## config.mk

```make
export PLATFORM = sky130hd
export DESIGN_NAME = sprite_engine
export DESIGN_NICKNAME = d
export VERILOG_FILES = /design/src/rtl/sprite_pkg.sv /design/src/rtl/sprite_scan.sv /design/src/rtl/sprite_engine.sv
export SDC_FILE = /design/constraint.sdc
export NUM_CORES = 1
export LEC_CHECK = 0
export ABC_AREA = 1
export BUFFER_PORTS_ARGS = -buffer_cell sky130_fd_sc_hd__clkbuf_2
export CORE_AREA = 8 8 105 155
export DETAILED_ROUTE_END_ITERATION = 12
export DIE_AREA = 0 0 113 163
export PLACE_DENSITY = 0.69
export SLEW_MARGIN = 20
export SYNTH_ARGS = -nofsm -noshare
export SYNTH_HDL_FRONTEND = slang
export SYNTH_SLANG_ARGS = --single-unit
```

## constraint.sdc

```tcl
create_clock -name CLOCK_50 -period 6.56 [get_ports CLOCK_50]
set_input_delay 1.312 -clock CLOCK_50 [delete_from_list [all_inputs] [get_ports CLOCK_50]]
set_output_delay 1.312 -clock CLOCK_50 [all_outputs]
set_load 0.005 [all_outputs]
```

## src/rtl/sprite_pkg.sv

```systemverilog
// Shared state encoding and screen geometry for the sprite engine.
package sprite_pkg;

    typedef enum logic [2:0] {
        IDLE,
        DRAW,
        HOLD,
        ERASE,
        MOVE,
        DEAD
    } state_t;

    localparam int SCREEN_W = 320;
    localparam int SCREEN_H = 240;
    localparam int VGA_X_W  = 9;
    localparam int VGA_Y_W  = 8;

endpackage

```

## src/rtl/sprite_scan.sv

```systemverilog
// Sprite scan: row-major ROM address counter plus one registered pixel stage.
// SPRITE_ENGINE_TRANSPARENT_EN suppresses draw strobes for TRANSPARENT_COLOR.
module sprite_scan
    import sprite_pkg::*;
#(
    parameter int SPRITE_W = 16,
    parameter int SPRITE_H = 16,
    parameter int COLOR_W  = 3,
    parameter logic [COLOR_W-1:0] BG_COLOR = '1
`ifdef SPRITE_ENGINE_TRANSPARENT_EN
    ,
    parameter logic [COLOR_W-1:0] TRANSPARENT_COLOR = '0
`endif
) (
    input  logic                          clk,
    input  logic                          rst,
    input  logic                          go,
    input  logic                          erase,
    input  logic [VGA_X_W-1:0]            org_x,
    input  logic [VGA_Y_W-1:0]            org_y,
    input  logic [COLOR_W-1:0]            mem_color,
    output logic [$clog2(SPRITE_W)-1:0]   mem_xc,
    output logic [$clog2(SPRITE_H)-1:0]   mem_yc,
    output logic [VGA_X_W-1:0]            vga_x,
    output logic [VGA_Y_W-1:0]            vga_y,
    output logic [COLOR_W-1:0]            vga_color,
    output logic                          vga_plot,
    output logic                          done,
    output logic                          busy
);

    localparam int XC_W = $clog2(SPRITE_W);
    localparam int YC_W = $clog2(SPRITE_H);

    logic active;
    logic out_valid;
    logic erase_mode;
    logic draw_vis;
    logic last_col;
    logic last_row;

`ifdef SPRITE_ENGINE_TRANSPARENT_EN
    assign draw_vis = (mem_color != TRANSPARENT_COLOR);
`else
    assign draw_vis = 1'b1;
`endif

    assign last_col = (mem_xc == XC_W'(SPRITE_W - 1));
    assign last_row = (mem_yc == YC_W'(SPRITE_H - 1));

    // out_valid trails active by one cycle, so busy also covers the flush pixel.
    assign busy = active | out_valid;
    assign done = out_valid & ~active;

    always_ff @(posedge clk) begin
        if (rst) begin
            active     <= 1'b0;
            out_valid  <= 1'b0;
            erase_mode <= 1'b0;
            mem_xc     <= '0;
            mem_yc     <= '0;
            vga_x      <= '0;
            vga_y      <= '0;
            vga_color  <= '0;
            vga_plot   <= 1'b0;
        end else begin
            out_valid <= active;
            vga_plot  <= active && (erase_mode || draw_vis);
            if (active) begin
                vga_x     <= org_x + VGA_X_W'(mem_xc);
                vga_y     <= org_y + VGA_Y_W'(mem_yc);
                vga_color <= erase_mode ? BG_COLOR : mem_color;
                if (last_col) begin
                    mem_xc <= '0;
                    if (last_row) begin
                        mem_yc <= '0;
                        active <= 1'b0;
                    end else begin
                        mem_yc <= mem_yc + 1'b1;
                    end
                end else begin
                    mem_xc <= mem_xc + 1'b1;
                end
            end else if (go) begin
                active     <= 1'b1;
                erase_mode <= erase;
                mem_xc     <= '0;
                mem_yc     <= '0;
            end
        end
    end

endmodule

```

## src/rtl/sprite_engine.sv

```systemverilog
// Sprite engine: position FSM, move-tick divider, clamped motion and bullet collision.
// SPRITE_ENGINE_TRANSPARENT_EN adds TRANSPARENT_COLOR (draw-only pixel skipping).
module sprite_engine
    import sprite_pkg::*;
#(
    parameter int SPRITE_W = 16,
    parameter int SPRITE_H = 16,
    parameter int COLOR_W  = 3,
    parameter int X_INIT   = 160,
    parameter int Y_INIT   = 120,
    parameter int X_MIN    = 0,
    parameter int X_MAX    = SCREEN_W - 1,
    parameter int Y_MIN    = 0,
    parameter int Y_MAX    = SCREEN_H - 1,
    parameter int STEP     = 1,
    parameter int MOVE_DIV = 500000,
    parameter logic [COLOR_W-1:0] BG_COLOR = '1
`ifdef SPRITE_ENGINE_TRANSPARENT_EN
    ,
    parameter logic [COLOR_W-1:0] TRANSPARENT_COLOR = '0
`endif
) (
    input  logic                          CLOCK_50,
    input  logic                          rst,
    input  logic                          start,
    input  logic                          up,
    input  logic                          down,
    input  logic                          left,
    input  logic                          right,
    input  logic [COLOR_W-1:0]            mem_color,
    output logic [$clog2(SPRITE_W)-1:0]   mem_xc,
    output logic [$clog2(SPRITE_H)-1:0]   mem_yc,
    output logic [VGA_X_W-1:0]            vga_x,
    output logic [VGA_Y_W-1:0]            vga_y,
    output logic [COLOR_W-1:0]            vga_color,
    output logic                          vga_plot,
    output logic [VGA_X_W-1:0]            obj_x,
    output logic [VGA_Y_W-1:0]            obj_y,
    input  logic [VGA_X_W-1:0]            bullet_x,
    input  logic [VGA_Y_W-1:0]            bullet_y,
    input  logic                          bullet_valid,
    output logic                          hit,
    output logic                          busy
);

    localparam int DIV_W = $clog2(MOVE_DIV);
    localparam logic signed [11:0] STEP_S = 12'(STEP);
    localparam logic signed [11:0] X_LO   = 12'(X_MIN);
    localparam logic signed [11:0] X_HI   = 12'(X_MAX - SPRITE_W + 1);
    localparam logic signed [11:0] Y_LO   = 12'(Y_MIN);
    localparam logic signed [11:0] Y_HI   = 12'(Y_MAX - SPRITE_H + 1);

    state_t state, next_state;

    logic [DIV_W-1:0]   tick_cnt;
    logic               tick;
    logic               running;
    logic               go_q;
    logic               erase_q;
    logic               scan_done;
    logic               coll;
    logic               move_ok;
    logic signed [11:0] dx, dy, cx, cy;
    logic [VGA_X_W-1:0] cand_x, next_x;
    logic [VGA_Y_W-1:0] cand_y, next_y;
    logic [VGA_X_W:0]   box_x_hi;
    logic [VGA_Y_W:0]   box_y_hi;

    assign running = (state != IDLE) && (state != DEAD);
    assign tick    = running && (tick_cnt == DIV_W'(MOVE_DIV - 1));

    // Candidate is computed in signed 12-bit so a step past either edge clamps instead of wrapping.
    always_comb begin
        dx = '0;
        dy = '0;
        if (right) dx = dx + STEP_S;
        if (left)  dx = dx - STEP_S;
        if (down)  dy = dy + STEP_S;
        if (up)    dy = dy - STEP_S;
        cx = $signed({3'b000, obj_x}) + dx;
        cy = $signed({4'b0000, obj_y}) + dy;
        if (cx < X_LO)      cand_x = X_LO[VGA_X_W-1:0];
        else if (cx > X_HI) cand_x = X_HI[VGA_X_W-1:0];
        else                cand_x = cx[VGA_X_W-1:0];
        if (cy < Y_LO)      cand_y = Y_LO[VGA_Y_W-1:0];
        else if (cy > Y_HI) cand_y = Y_HI[VGA_Y_W-1:0];
        else                cand_y = cy[VGA_Y_W-1:0];
    end

    assign move_ok  = (cand_x != obj_x) || (cand_y != obj_y);
    assign box_x_hi = {1'b0, obj_x} + (VGA_X_W + 1)'(SPRITE_W - 1);
    assign box_y_hi = {1'b0, obj_y} + (VGA_Y_W + 1)'(SPRITE_H - 1);
    assign coll     = bullet_valid
                   && (bullet_x >= obj_x) && ({1'b0, bullet_x} <= box_x_hi)
                   && (bullet_y >= obj_y) && ({1'b0, bullet_y} <= box_y_hi);

    always_comb begin
        next_state = state;
        case (state)
            IDLE:    if (start) next_state = DRAW;
            DRAW:    if (scan_done) next_state = HOLD;
            HOLD:    if (hit || (tick && move_ok)) next_state = ERASE;
            ERASE:   if (scan_done) next_state = hit ? DEAD : MOVE;
            MOVE:    next_state = DRAW;
            DEAD:    next_state = DEAD;
            default: next_state = IDLE;
        endcase
    end

    always_ff @(posedge CLOCK_50) begin
        if (rst) begin
            state    <= IDLE;
            obj_x    <= VGA_X_W'(X_INIT);
            obj_y    <= VGA_Y_W'(Y_INIT);
            next_x   <= VGA_X_W'(X_INIT);
            next_y   <= VGA_Y_W'(Y_INIT);
            hit      <= 1'b0;
            tick_cnt <= '0;
            go_q     <= 1'b0;
            erase_q  <= 1'b0;
        end else begin
            state   <= next_state;
            go_q    <= (next_state != state) && ((next_state == DRAW) || (next_state == ERASE));
            erase_q <= (next_state == ERASE);
            if (running) tick_cnt <= tick ? '0 : tick_cnt + 1'b1;
            if (running && coll) hit <= 1'b1;
            if ((state == HOLD) && !hit && tick && move_ok) begin
                next_x <= cand_x;
                next_y <= cand_y;
            end
            if (state == MOVE) begin
                obj_x <= next_x;
                obj_y <= next_y;
            end
        end
    end

    sprite_scan #(
        .SPRITE_W (SPRITE_W),
        .SPRITE_H (SPRITE_H),
        .COLOR_W  (COLOR_W),
        .BG_COLOR (BG_COLOR)
`ifdef SPRITE_ENGINE_TRANSPARENT_EN
        ,
        .TRANSPARENT_COLOR (TRANSPARENT_COLOR)
`endif
    ) u_scan (
        .clk       (CLOCK_50),
        .rst       (rst),
        .go        (go_q),
        .erase     (erase_q),
        .org_x     (obj_x),
        .org_y     (obj_y),
        .mem_color (mem_color),
        .mem_xc    (mem_xc),
        .mem_yc    (mem_yc),
        .vga_x     (vga_x),
        .vga_y     (vga_y),
        .vga_color (vga_color),
        .vga_plot  (vga_plot),
        .done      (scan_done),
        .busy      (busy)
    );

endmodule
```

Yosys cells after proc, flatten, opt, wreduce, memory -nomap -nowiden. Cells that the tools add are included.

Add/sub/neg operators: 11. Equal/unequal tests: 15. Reduce and logical (&&, ||, !) cells: 21. Mux-type cells: 26. $mul: 0. Divide/modulo/power cells: 0. Order comparisons: 8. Shifts and indexed selects: 0. Bitwise gates (word level): 3.

Operators with widths (number): $lt 12x1->1 const B (2); $mux 12 (2); $mux 4 (6); $sub 12x2->12 const B (2); $add 19x1->19 const B (1); $eq 19x19->1 const B (1); $mux 19 (1); $mux 9 (2); $pmux 3 s6 (1); $mux 8 (2); $mux 3 (5); $add 10x12->12 (1); $add 9x12->12 (1); $gt 12x10->1 const B (1); $gt 12x9->1 const B (1); $logic_and 1x1->1 (12); $add 9x4->10 const B (1); $le 9x10->1 (1); $add 8x4->9 const B (1); $add 9x4->9 (1); $eq 3x2->1 const B (3); $ge 9x9->1 (1); $le 8x9->1 (1); $ne 9x9->1 (1); 20 further kinds (33).

Logic and storage cells: 101. Latch bits: 0. Memories: 0. Bits in read-only memories: 0. Bits in writable memories: 0. Bits in registers: 90. Input bits: 28. Output and inout port bits: 48.

Longest topological paths before layout.
Depth in word-level cells: 16. Depth in mapped cells: 30. Gate-level depth less buffers: 28.

Hierarchy. From an unflattened synthesis, not the netlist that was laid out.

Cell total of the unflattened synthesis: 1069. Area, all modules: 6899.1 µm².

By module, submodules not included: sprite_engine (instances 1, cells an instance 817, seq. area each 1181.1 µm², area each 5161.2 µm²); sprite_scan (instances 1, cells an instance 252, seq. area each 620.6 µm², area each 1737.9 µm²).

Worst setup path after synthesis. No wires, ideal clock.

Path kind: input port to flip-flop. From: input down. To: register next_y[3]. Library setup time: 0.130 ns. Slack: 2.596 ns. Data required time: 6.430 ns. Arrival: 3.834 ns. Path buffers: 4. Cell stages on the path: 27. Cell sequence: inv_1 -> ha_1 -> buf_6 -> buf_6 -> nor2_1 -> nor2_2 -> ha_1 -> inv_1 -> nand2_1 -> nand3_1 -> nand2_1 -> nand2_1 -> nand2_1 -> nand2_2 -> nand2_2 -> nor2_4 -> buf_6 -> nand3_1 -> nand2_1 -> nand2_1 -> nor2_1 -> nand2_1 -> nor2_2 -> nand3_4 -> buf_2 -> nand3b_1 -> nand3_1.

Cells in the longest elaborated chain, start to end: 10. Elaborated cells between the ends (all ways): 11. Those cells by class: add/sub: 2; order compare: 2; eq/ne: 1; mux: 4; reduce/logical: 2.

RTL lines: start, declared (RTL line sprite_engine.sv:27) `input logic down,`; $mux 1 * (RTL line sprite_engine.sv:78) `if (down) dy = dy + STEP_S;`; $sub 12x2->12 (RTL line sprite_engine.sv:79) `if (up) dy = dy - STEP_S;`; $mux 12 * (RTL line sprite_engine.sv:79); $add 9x12->12 * (RTL line sprite_engine.sv:81) `cy = $signed({4'b0000, obj_y}) + dy;`; $gt 12x9->1 (RTL line sprite_engine.sv:86) `else if (cy > Y_HI) cand_y = Y_HI[VGA_Y_W-1:0];`; $mux 8 (RTL line sprite_engine.sv:86); $mux 8 * (RTL line sprite_engine.sv:85) `if (cy < Y_LO) cand_y = Y_LO[VGA_Y_W-1:0];`; $ne 8x8->1 (RTL line sprite_engine.sv:90) `assign move_ok = (cand_x != obj_x) || (cand_y != obj_y);`; $logic_or 1x1->1 (RTL line sprite_engine.sv:90); $logic_and 1x1->1 (RTL line sprite_engine.sv:127) `if ((state == HOLD) && !hit && tick && move_ok) begin`; end signal, assigned (RTL line sprite_engine.sv:116) `next_y <= VGA_Y_W'(Y_INIT);`; end signal, assigned (RTL line sprite_engine.sv:129) `next_y <= cand_y;`; end, declared (RTL line sprite_engine.sv:65) `logic [VGA_Y_W-1:0] cand_y, next_y;`.

Every way passes the cells marked *; elsewhere a longest branch is shown, timed or not. A chain may end at the register's enable or synchronous reset.

Worst setup path after layout.
From: input right. To: register next_x[2].

Cells in the longest elaborated chain, start to end: 10. Elaborated cells between the ends (all ways): 11. Those cells by class: add/sub: 2; order compare: 2; eq/ne: 1; mux: 4; reduce/logical: 2.

RTL lines: start, declared (RTL line sprite_engine.sv:29) `input logic right,`; $mux 1 * (RTL line sprite_engine.sv:76) `if (right) dx = dx + STEP_S;`; $sub 12x2->12 (RTL line sprite_engine.sv:77) `if (left) dx = dx - STEP_S;`; $mux 12 * (RTL line sprite_engine.sv:77); $add 10x12->12 * (RTL line sprite_engine.sv:80) `cx = $signed({3'b000, obj_x}) + dx;`; $gt 12x10->1 (RTL line sprite_engine.sv:83) `else if (cx > X_HI) cand_x = X_HI[VGA_X_W-1:0];`; $mux 9 (RTL line sprite_engine.sv:83); $mux 9 * (RTL line sprite_engine.sv:82) `if (cx < X_LO) cand_x = X_LO[VGA_X_W-1:0];`; $ne 9x9->1 (RTL line sprite_engine.sv:90); $logic_or 1x1->1 (RTL line sprite_engine.sv:90); $logic_and 1x1->1 (RTL line sprite_engine.sv:127); end signal, assigned (RTL line sprite_engine.sv:115) `next_x <= VGA_X_W'(X_INIT);`; end signal, assigned (RTL line sprite_engine.sv:128) `next_x <= cand_x;`; end, declared (RTL line sprite_engine.sv:64) `logic [VGA_X_W-1:0] cand_x, next_x;`.

Marked as above.

==> results.cfg <==
[worst_hold_path]
min_delay_worst_endpoint = next_x[1]$_SDFFE_PP0P_
min_from = next_x[1]$_SDFFE_PP0P_
holdPathStages = 2
min_path_type = flip-flop to flip-flop

[power]
fin_total_pwr_w = 0.00133
ir_drop_mv = 0.135
leakage_nw = 3.82
power_per_cell_area_nw_per_um2 = 175

[logic_synthesis]
synth_warnings = 0
synth-simple-area-share_pct = 35.0
synth_adder_area_share_pct = 10.6
synthCells = 1043
synthFlopType = dfxtp_1
synth_top_family_by_area = simple AND/OR/NAND/NOR gates
synth.distinct_cells = 51
muxShareOfSynthArea_pct = 0
async_flop_share_pct = 0
yosysTopAreaCell = dfxtp_1
ys_seq_elements = 90
synth_compound_area_share_pct = 13.1
avgSynthCellArea_um2 = 6.59
syn_area_um2 = 6870
syn-num-nets = 1128
synth-seq-area-share_pct = 26.2
yosysTopAreaCellShare_pct = 26.2
synth_xor_xnor_area_share_pct = 4.04
synth_area_leaders = dfxtp_1 (26%), nand2_1 (13%), ha_1 (10%), inv_1 (6.8%), nand3_1 (6.0%)
synth_edf_count = 0

[critical_path]
critical_path_class = input port to flip-flop
cp_data_required_time_ps = 6830
r2r_start = obj_x[2]$_SDFFE_PP0P_
worstPathArrival_ps = 4790
cp_top_family = simple AND/OR/NAND/NOR gates
startpoint_type = input port
crit_path_top_delay_cell = ha_1
r2r_end = next_x[2]$_SDFFE_PP0P_
ff2ff_path_depth = 19
r2r_slack_ps = 3190
crit_buf_inv = 5
cpMostUsedCell = nand2_1
crit_fanout = 19
crit_path_max_incr_delay_ps = 590
end_kind = flip-flop

[final_layout]
multi_input_area_um2 = 4320
antenna_cells = 0
seqCellArea_um2 = 1800
areaGrowthSynthToFinish_pct = 10.4
final_cell_mix = nand2_1 (241), inv_1 (125), nor2_1 (100), dfxtp_1 (90), nand3_1 (83)
final_common_cell = nand2_1
fillers = 1434
drive_gt1_share_pct = 15.2
fin_nets = 1183

[status]
status = complete, no violations

[cts]
clk_latency_ps = 340
tritoncts.num_buffers = 9
cts_hold_buf = 0
cts_resized = 0
post-cts-setup-buffer-count = 0
cts_max_path_buffers = 2
cts_root_buffer = clkbuf_16
htreeDepth = 3
path_clk_slew_ps = 70
clock_sinks = 90
cts_tree = yes

[flow_run]
maxCapViolCount = 0

[placement]
place_congestion = 0.870
port_buffers = 75
dpl.hpwl_um = 14000

[sta]
setup_viol = 0
tns_ps = 0
max_slew_margin_pct = 32.8
hold_violations = 0
fin_crit_sh_pct = 69.0
rsz0062_at_grt = false
worst_slew_pin_slew_ps = 1010
finClkSkew_ps = 12.3
min_period_ps = 4530
report.final.slew_viol_count = 0
max_freq_mhz = 221

[routing]
drtIter0Drc = 376
drcViolationCount = 0
vias = 6799
first_pass_iters = 5
viasPerCell = 5.36
post_drt_wl_per_cell_um = 14.5
routed_wl_um = 18400
ant_nets = 0

[global_routing]
grt_max_degree = 43
overflow = 0
grt_pass1_vias = 6356
grt_antenna_before_repair = 0
grt_pass1_wl_um = 30200
grt.total_usage_pct = 19.8

[floorplanning]
dieWidth_um = 113
start_util_pct = 49.3
fp-row-count = 53
core_area_um2 = 13900
dieArea_um2 = 18400
die-height_um = 163
io_pins = 76
## report_power, final
group          internal [W]  switching, W
sequential         0.000562     0.0000159
clock              0.000306      0.000237
combinational     0.0000762      0.000131
total              0.000944      0.000385
## area by class of cell
cell class | instances | share of cell area (%)
Tap cell | 165 | 2.72
Multi-Input combinational cell | 775 | 56.9
Clock buffer | 9 | 2.97
Sequential cell | 90 | 23.8
Timing Repair Buffer | 79 | 5.34
Inverter | 143 | 7.11
Clock inverter | 7 | 1.15
## flip-flops by register name, summed over array words and instances (netlist names), 3 cells and up
signal            cells
u_scan.mem_xc         4
obj_y                 8
next_y                8
obj_x                 9
u_scan.mem_yc         4
u_scan.vga_x          9
u_scan.vga_color      3
tick_cnt             19
u_scan.vga_y          8
state                 3
next_x                9
## routing by layer
metal  vias up  track usage, %  share of wire, %
li1       3524               -                 -
met1      3093            23.4                44
met2       156            35.8                50
met3        26            3.01               4.1
met4         0            6.14               1.8
met5         -               0                 0
## cells in the mapped netlist (3+ instances only)
| master | n |
|---|---|
| clkbuf_1 | 17 |
| nand2_1 | 241 |
| nand3b_1 | 5 |
| nand4_1 | 25 |
| a21oi_1 | 68 |
| o21ai_2 | 3 |
| nand2_2 | 23 |
| nor3_1 | 20 |
| nand3_2 | 6 |
| buf_6 | 6 |
| o211ai_1 | 7 |
| nor2_1 | 100 |
| xor2_1 | 24 |
| nand3_1 | 83 |
| a211oi_1 | 3 |
| inv_2 | 14 |
| nor4_1 | 6 |
| clkinv_1 | 3 |
| xnor2_1 | 4 |
| a21oi_2 | 4 |
| dfxtp_1 | 90 |
| ha_1 | 55 |
| o21ai_0 | 56 |
| nor2_2 | 10 |
| buf_2 | 7 |
| inv_1 | 125 |
| o31ai_1 | 3 |
## kinds of logic (layout without fill, tap and decap cells)
kind of cell             Yosys count  count (layout)
AND/OR/NAND/NOR                  529             529
buffers and inverters            178             238
AO/OA/AOI/OAI                    159             159
flip-flops                        90              90
adder cells (fa/ha/maj)           57              57
XOR/XNOR                          30              30
## tightest hold or removal path, delay by kind of cell (launching register included)
kind | cells | cell delay, ps
AOI/OAI and AO/OA | 1 | 50
DFF | 1 | 310
and+or+nand+nor | 1 | 60
## stage by stage
stage | hold WS (ps) | setup slack, ps | std cells | util (%) | area, um^2
final | 459 | 2030 | 1268 | 54.5 | 7580
after global routing | 473 | 1580 | 1268 | 54.5 | 7580
after CTS | 460 | 2090 | 1268 | 54.5 | 7580
after detailed placement | 448 | 1770 | 1252 | 52.2 | 7270
after global placement | 442 | 1840 | 1252 | 52.2 | 7270
after floorplan | 429 | 2600 | 1043 | - | 6870
## worst max path at each step
stage / start / to / slack (ps) / cells past startpoint
3_5_place_dp: right / next_x[2]$_SDFFE_PP0P_ / 1770 / 27
4_1_cts: right / next_x[2]$_SDFFE_PP0P_ / 2090 / 27
3_3_place_gp: right / next_x[8]$_SDFFE_PP0P_ / 1840 / 27
5_1_grt: right / next_x[2]$_SDFFE_PP0P_ / 1580 / 28
2_1_floorplan: down / next_y[3]$_SDFFE_PP1P_ / 2600 / 27
6_report: right / next_x[2]$_SDFFE_PP0P_ / 2030 / 27
Note: power is estimated with default switching activity, not from simulation.
